## config.mk

```make
export PLATFORM = sky130hd
export DESIGN_NAME = stoch_mult_sequencer
export DESIGN_NICKNAME = d
export VERILOG_FILES = /design/src/rtl/stoch_mult_sequencer.sv
export SDC_FILE = /design/constraint.sdc
export NUM_CORES = 1
export LEC_CHECK = 0
export ABC_AREA = 1
export CORE_ASPECT_RATIO = 1.4
export CORE_MARGIN = 2
export CORE_UTILIZATION = 40
export DETAILED_ROUTE_END_ITERATION = 16
export PLACE_DENSITY = 0.7
export SYNTH_ARGS = -nofsm -noshare
export SYNTH_HDL_FRONTEND = slang
export SYNTH_SLANG_ARGS = --single-unit
```

## constraint.sdc

```tcl
create_clock -name clk -period 2.25 [get_ports clk]
set_clock_uncertainty 0.05 [all_clocks]
set_input_delay 0.675 -clock clk [delete_from_list [all_inputs] [get_ports clk]]
set_output_delay 0.675 -clock clk [all_outputs]
set_load 0.005 [all_outputs]
```

## src/rtl/stoch_mult_sequencer.sv

```systemverilog
// Job controller for the bipolar stochastic multiplier datapath: seeds the
// LFSRs, enables N=2^L cycles of SN generation and counts the returned bits.
module stoch_mult_sequencer #(
  parameter int unsigned PW      = 4,
  parameter int unsigned MAX_LOG = 8,
  parameter int unsigned MIN_LOG = 3,
  parameter int unsigned LFSR_W  = 31,
  parameter logic [LFSR_W-1:0] SEED_A = LFSR_W'(1),
  parameter logic [LFSR_W-1:0] SEED_B = LFSR_W'(2)
) (
  input  logic                 clk,
  input  logic                 rst_n,
  input  logic                 in_valid,
  output logic                 in_ready,
  input  logic [PW-1:0]        in_prob_a,
  input  logic [PW-1:0]        in_prob_b,
  input  logic [3:0]           in_log_len,
  input  logic                 abort,
  output logic                 dp_seed_load,
  output logic [LFSR_W-1:0]    dp_seed_a,
  output logic [LFSR_W-1:0]    dp_seed_b,
  output logic [PW-1:0]        dp_prob_a,
  output logic [PW-1:0]        dp_prob_b,
  output logic                 dp_en,
  input  logic                 dp_sn_valid,
  input  logic                 dp_sn_bit,
  output logic                 out_valid,
  input  logic                 out_ready,
  output logic [MAX_LOG:0]     out_ones,
  output logic [MAX_LOG+1:0]   out_bipolar,
  output logic                 busy
);

  localparam int unsigned CW = MAX_LOG + 1;
  localparam int unsigned BW = MAX_LOG + 2;

  typedef enum logic [1:0] {IDLE, SEED, RUN, DONE} state_e;

  state_e              state_q;
  logic [CW-1:0]       n_q, issue_q, recv_q, ones_q;
  logic [CW-1:0]       n_d, issue_d, recv_d, ones_d;
  logic [BW-1:0]       bipolar_d;
  logic                en_q;
  logic [PW-1:0]       prob_a_q, prob_b_q;
  logic [LFSR_W-1:0]   seed_a_q, seed_b_q;
  logic [CW-1:0]       out_ones_q;
  logic [BW-1:0]       out_bipolar_q;
  int unsigned         len_u, l_clamp;

  always_comb begin
    len_u = 32'(in_log_len);
    if (len_u < MIN_LOG)      l_clamp = MIN_LOG;
    else if (len_u > MAX_LOG) l_clamp = MAX_LOG;
    else                      l_clamp = len_u;
    n_d       = CW'(1) << l_clamp;
    issue_d   = issue_q + CW'(1);
    recv_d    = recv_q + CW'(1);
    ones_d    = ones_q + CW'(dp_sn_bit);
    // Modular BW-bit arithmetic; the true result always fits in -N..+N.
    bipolar_d = (BW'(ones_d) << 1) - BW'(n_q);
  end

  always_ff @(posedge clk or negedge rst_n) begin
    if (!rst_n) begin
      state_q       <= IDLE;
      n_q           <= '0;
      issue_q       <= '0;
      recv_q        <= '0;
      ones_q        <= '0;
      en_q          <= 1'b0;
      prob_a_q      <= '0;
      prob_b_q      <= '0;
      seed_a_q      <= '0;
      seed_b_q      <= '0;
      out_ones_q    <= '0;
      out_bipolar_q <= '0;
    end else begin
      case (state_q)
        IDLE: begin
          if (in_valid) begin
            prob_a_q <= in_prob_a;
            prob_b_q <= in_prob_b;
            n_q      <= n_d;
            issue_q  <= '0;
            recv_q   <= '0;
            ones_q   <= '0;
            seed_a_q <= SEED_A;
            seed_b_q <= SEED_B;
            state_q  <= SEED;
          end
        end
        SEED: begin
          if (abort) begin
            state_q <= IDLE;
          end else begin
            en_q    <= 1'b1;
            state_q <= RUN;
          end
        end
        RUN: begin
          if (abort) begin
            en_q    <= 1'b0;
            state_q <= IDLE;
          end else begin
            if (en_q) begin
              issue_q <= issue_d;
              if (issue_d == n_q) en_q <= 1'b0;
            end
            if (dp_sn_valid && (recv_q < n_q)) begin
              recv_q <= recv_d;
              ones_q <= ones_d;
              if (recv_d == n_q) begin
                en_q          <= 1'b0;
                out_ones_q    <= ones_d;
                out_bipolar_q <= bipolar_d;
                state_q       <= DONE;
              end
            end
          end
        end
        DONE: begin
          if (abort || out_ready) state_q <= IDLE;
        end
        default: state_q <= IDLE;
      endcase
    end
  end

  // abort gates the enable combinationally so the datapath stops that cycle.
  assign dp_en        = en_q & ~abort;
  assign in_ready     = (state_q == IDLE);
  assign dp_seed_load = (state_q == SEED);
  assign out_valid    = (state_q == DONE);
  assign busy         = (state_q != IDLE);
  assign dp_seed_a    = seed_a_q;
  assign dp_seed_b    = seed_b_q;
  assign dp_prob_a    = prob_a_q;
  assign dp_prob_b    = prob_b_q;
  assign out_ones     = out_ones_q;
  assign out_bipolar  = out_bipolar_q;

endmodule

```

==> metrics.txt <==
Die W 92.6 µm; Worst EP arrival 2.62 ns; Max VDD drop 0.506 mV; final WL 11400 µm; Ys Warns 0; wire length on met3 461 µm; Placement Cell Area 5300 µm²; hold buffers post-CTS 0; Max Fclk 0.416 GHz; Final setup violation count 3; max-cap violation count 0; total gr overflow 0; fin crit period 2.41 ns; outcome complete, but fails checks; Final Hold Viols 0; via count 3979; initial antenna violation count 1; fin crit share 107%; fraction of layout instances using a drive strength above 1 25.0%; final setup margin -0.156 ns; Async S/R FF share, synth 100%; Clock Sinks 67; starting density of the core 40.8%; gp weighted congestion 0.900; Slew Viols, Final 0; Yosys reg bits 67; Via density 4.75; IO Count 113; Worst-Skew Late Latency 0.33 ns; Nets 731; failing checks negative setup slack; Fin Hold WS 0.149 ns; hold crit path type in2async; CTS buffer count 9; number of global-route vias before repair 3714; # DRC 0; Worst-path clk slew 0.06 ns; WL met1 4260 µm; Final ANT Viol Nets 0; crit path launch type input port; Synth cell types 36; Max Buffers Root-to-Sink 2; pre-CTS setup slack -0.954 ns; CP Capture Type flip-flop; clock tree from TritonCTS built; RSZ-0062 raised after global routing yes; DP HPWL 7890 µm; Top FF cell, synth dfrtp_1; fillers 961; Area Overhead vs Synth 37.2%; clk root buf clkbuf_16; count leader, synth nand2_1; Leakage 2.93 nW; worst path required time 2.47 ns; PwrDens 836 nW/µm²; largest cells by area after synthesis dfrtp_1 38%, nand2_1 12%, buf_4 10%; EDFF count, synth 0; WL met2 6110 µm; Iteration-0 DRC Markers 219; Synth top cells by count 144 x nand2_1, 67 x dfrtp_1, 66 x inv_1; total track usage 18.3%; CP Class in2reg; Seq/Total Area, Yosys 38.2%; top sig layer met4; std cell rows 45; post-route cell area 6020 µm²; WL/cell 13.6 µm; PortBufs 52; core area 10800 µm²; H-tree depth 3; Post-Syn Area 4390 µm²; first-pass GRT wire length 17100 µm; largest net degree at the start of global routing 59; Die ar. 11800 µm²; Synth area leader dfrtp_1; die height 128 µm; Synth top area share 38.2%; CP Max Fanout 4; Util after Layout 56.0%; Syn Area/Cell 7.73 µm²; DRT Pass-1 Iters 4; Post-Syn Instances 568
## state kept, by name, indices dropped and copies added (netlist names)
register,flops
dp_prob_b,4
state_q,2
recv_q,9
ones_q,9
dp_seed_a,1
out_ones,9
en_q,1
n_q,9
out_bipolar,10
dp_prob_a,4
issue_q,9
## stage by stage
step / total power, mW / std cells / TNS [ns]
finish: 5.03 / 837 / -0.250
global route: 5.38 / 837 / -1.23
CTS: 4.84 / 818 / -0.115
detailed placement: 3.47 / 800 / -7.61
global placement: 3.42 / 800 / -6.43
floorplan: 2.66 / 627 / -0.637
## final cells by class
class | count | area (µm²) | area share, %
antenna | 1 | 2.50 | 0.0415
clock buffer | 11 | 253 | 4.20
clock inverter | 5 | 27.5 | 0.457
inverter | 71 | 270 | 4.49
multi-input combinational | 419 | 2470 | 41.1
sequential | 67 | 1680 | 27.9
tap | 141 | 176 | 2.93
timing repair buffer | 121 | 1130 | 18.8
timing repair inverter | 1 | 7.51 | 0.125
## where the power goes
part           internal [mW]  leakage, nW  switching [mW]
Combinational           1.05         1.90            1.14
Clock                  0.797        0.141           0.519
Sequential              1.39        0.889           0.146
## layer usage
layer | track usage, % | vias up
met1 | 20.4 | 1861
met2 | 31.6 | 145
met4 | 11.9 | 0
li1 | - | 1937
met3 | 3.53 | 36
met5 | 0 | -
## layout by cell type (no fill, tap or decap), drive strengths merged
master and instances:
a21o 1, o31ai 3, and2 1, clkinvlp 3, clkdlybuf4s50 49, o21ai 37
o311ai 1, inv 69, nor3 5, fa 1, nand3 36, a31oi 1
or2 1, buf 68, ha 21, clkbuf 14, xnor2 5, nor2 46
nand3b 1, dfrtp 67, clkinv 5, dlygate4sd2 1, nand2 146, diode 1
nand4 6, o21bai 1, xor2 19, a22o 1, o22ai 15, conb 60
a21oi 11
## critical path, cell delays in order
cell      delay, ns
buf_6          0.08
ha_4           0.16
ha_4           0.15
nand3_4        0.08
inv_2          0.08
nand3_2        0.08
xor2_2         0.17
inv_2          0.07
ha_4           0.30
inv_2          0.06
o311ai_2       0.31
xor2_1         0.24
nor2_1         0.08
nor2_1         0.08
## logic make-up (layout without fill, tap and decap cells)
group | count (synthesis) | after routing | share of synthesized area, %
AOI/OAI and AO/OA | 71 | 71 | 9.60
and+or+nand+nor | 242 | 242 | 23.0
other | 1 | 61 | 0.0854
buffers and inverters | 141 | 209 | 17.9
adders and majority gates | 22 | 22 | 6.44
xor gates and xnor gates | 24 | 24 | 4.79
DFF | 67 | 67 | 38.2
## worst paths after layout
check	startpoint	to	slack [ns]	depth (start not counted)
max	dp_sn_bit	out_bipolar[8]	-0.16	14
min in group clk	dp_prob_a[1]	dp_prob_a[1]	0.42	2
max reg2reg	ones_q[0]	out_bipolar[8]	-0.14	13
min reg2reg	dp_prob_a[1]	dp_prob_a[1]	0.42	2
max in group asynchronous	rst_n	state_q[1]	1.39	2
min	rst_n	dp_prob_a[0]	0.15	1
## what timing repair did
action | 4_1_cts | 5_1_grt
endpoints found under the hold margin | 0 | 0
buffers inserted | 2 | 12
resized for setup | 19 | 53
pin swaps | 13 | 16
endpoints found under the setup margin | 10 | 37
gates cloned | 0 | 6
Power figures use the tool's default switching activity.
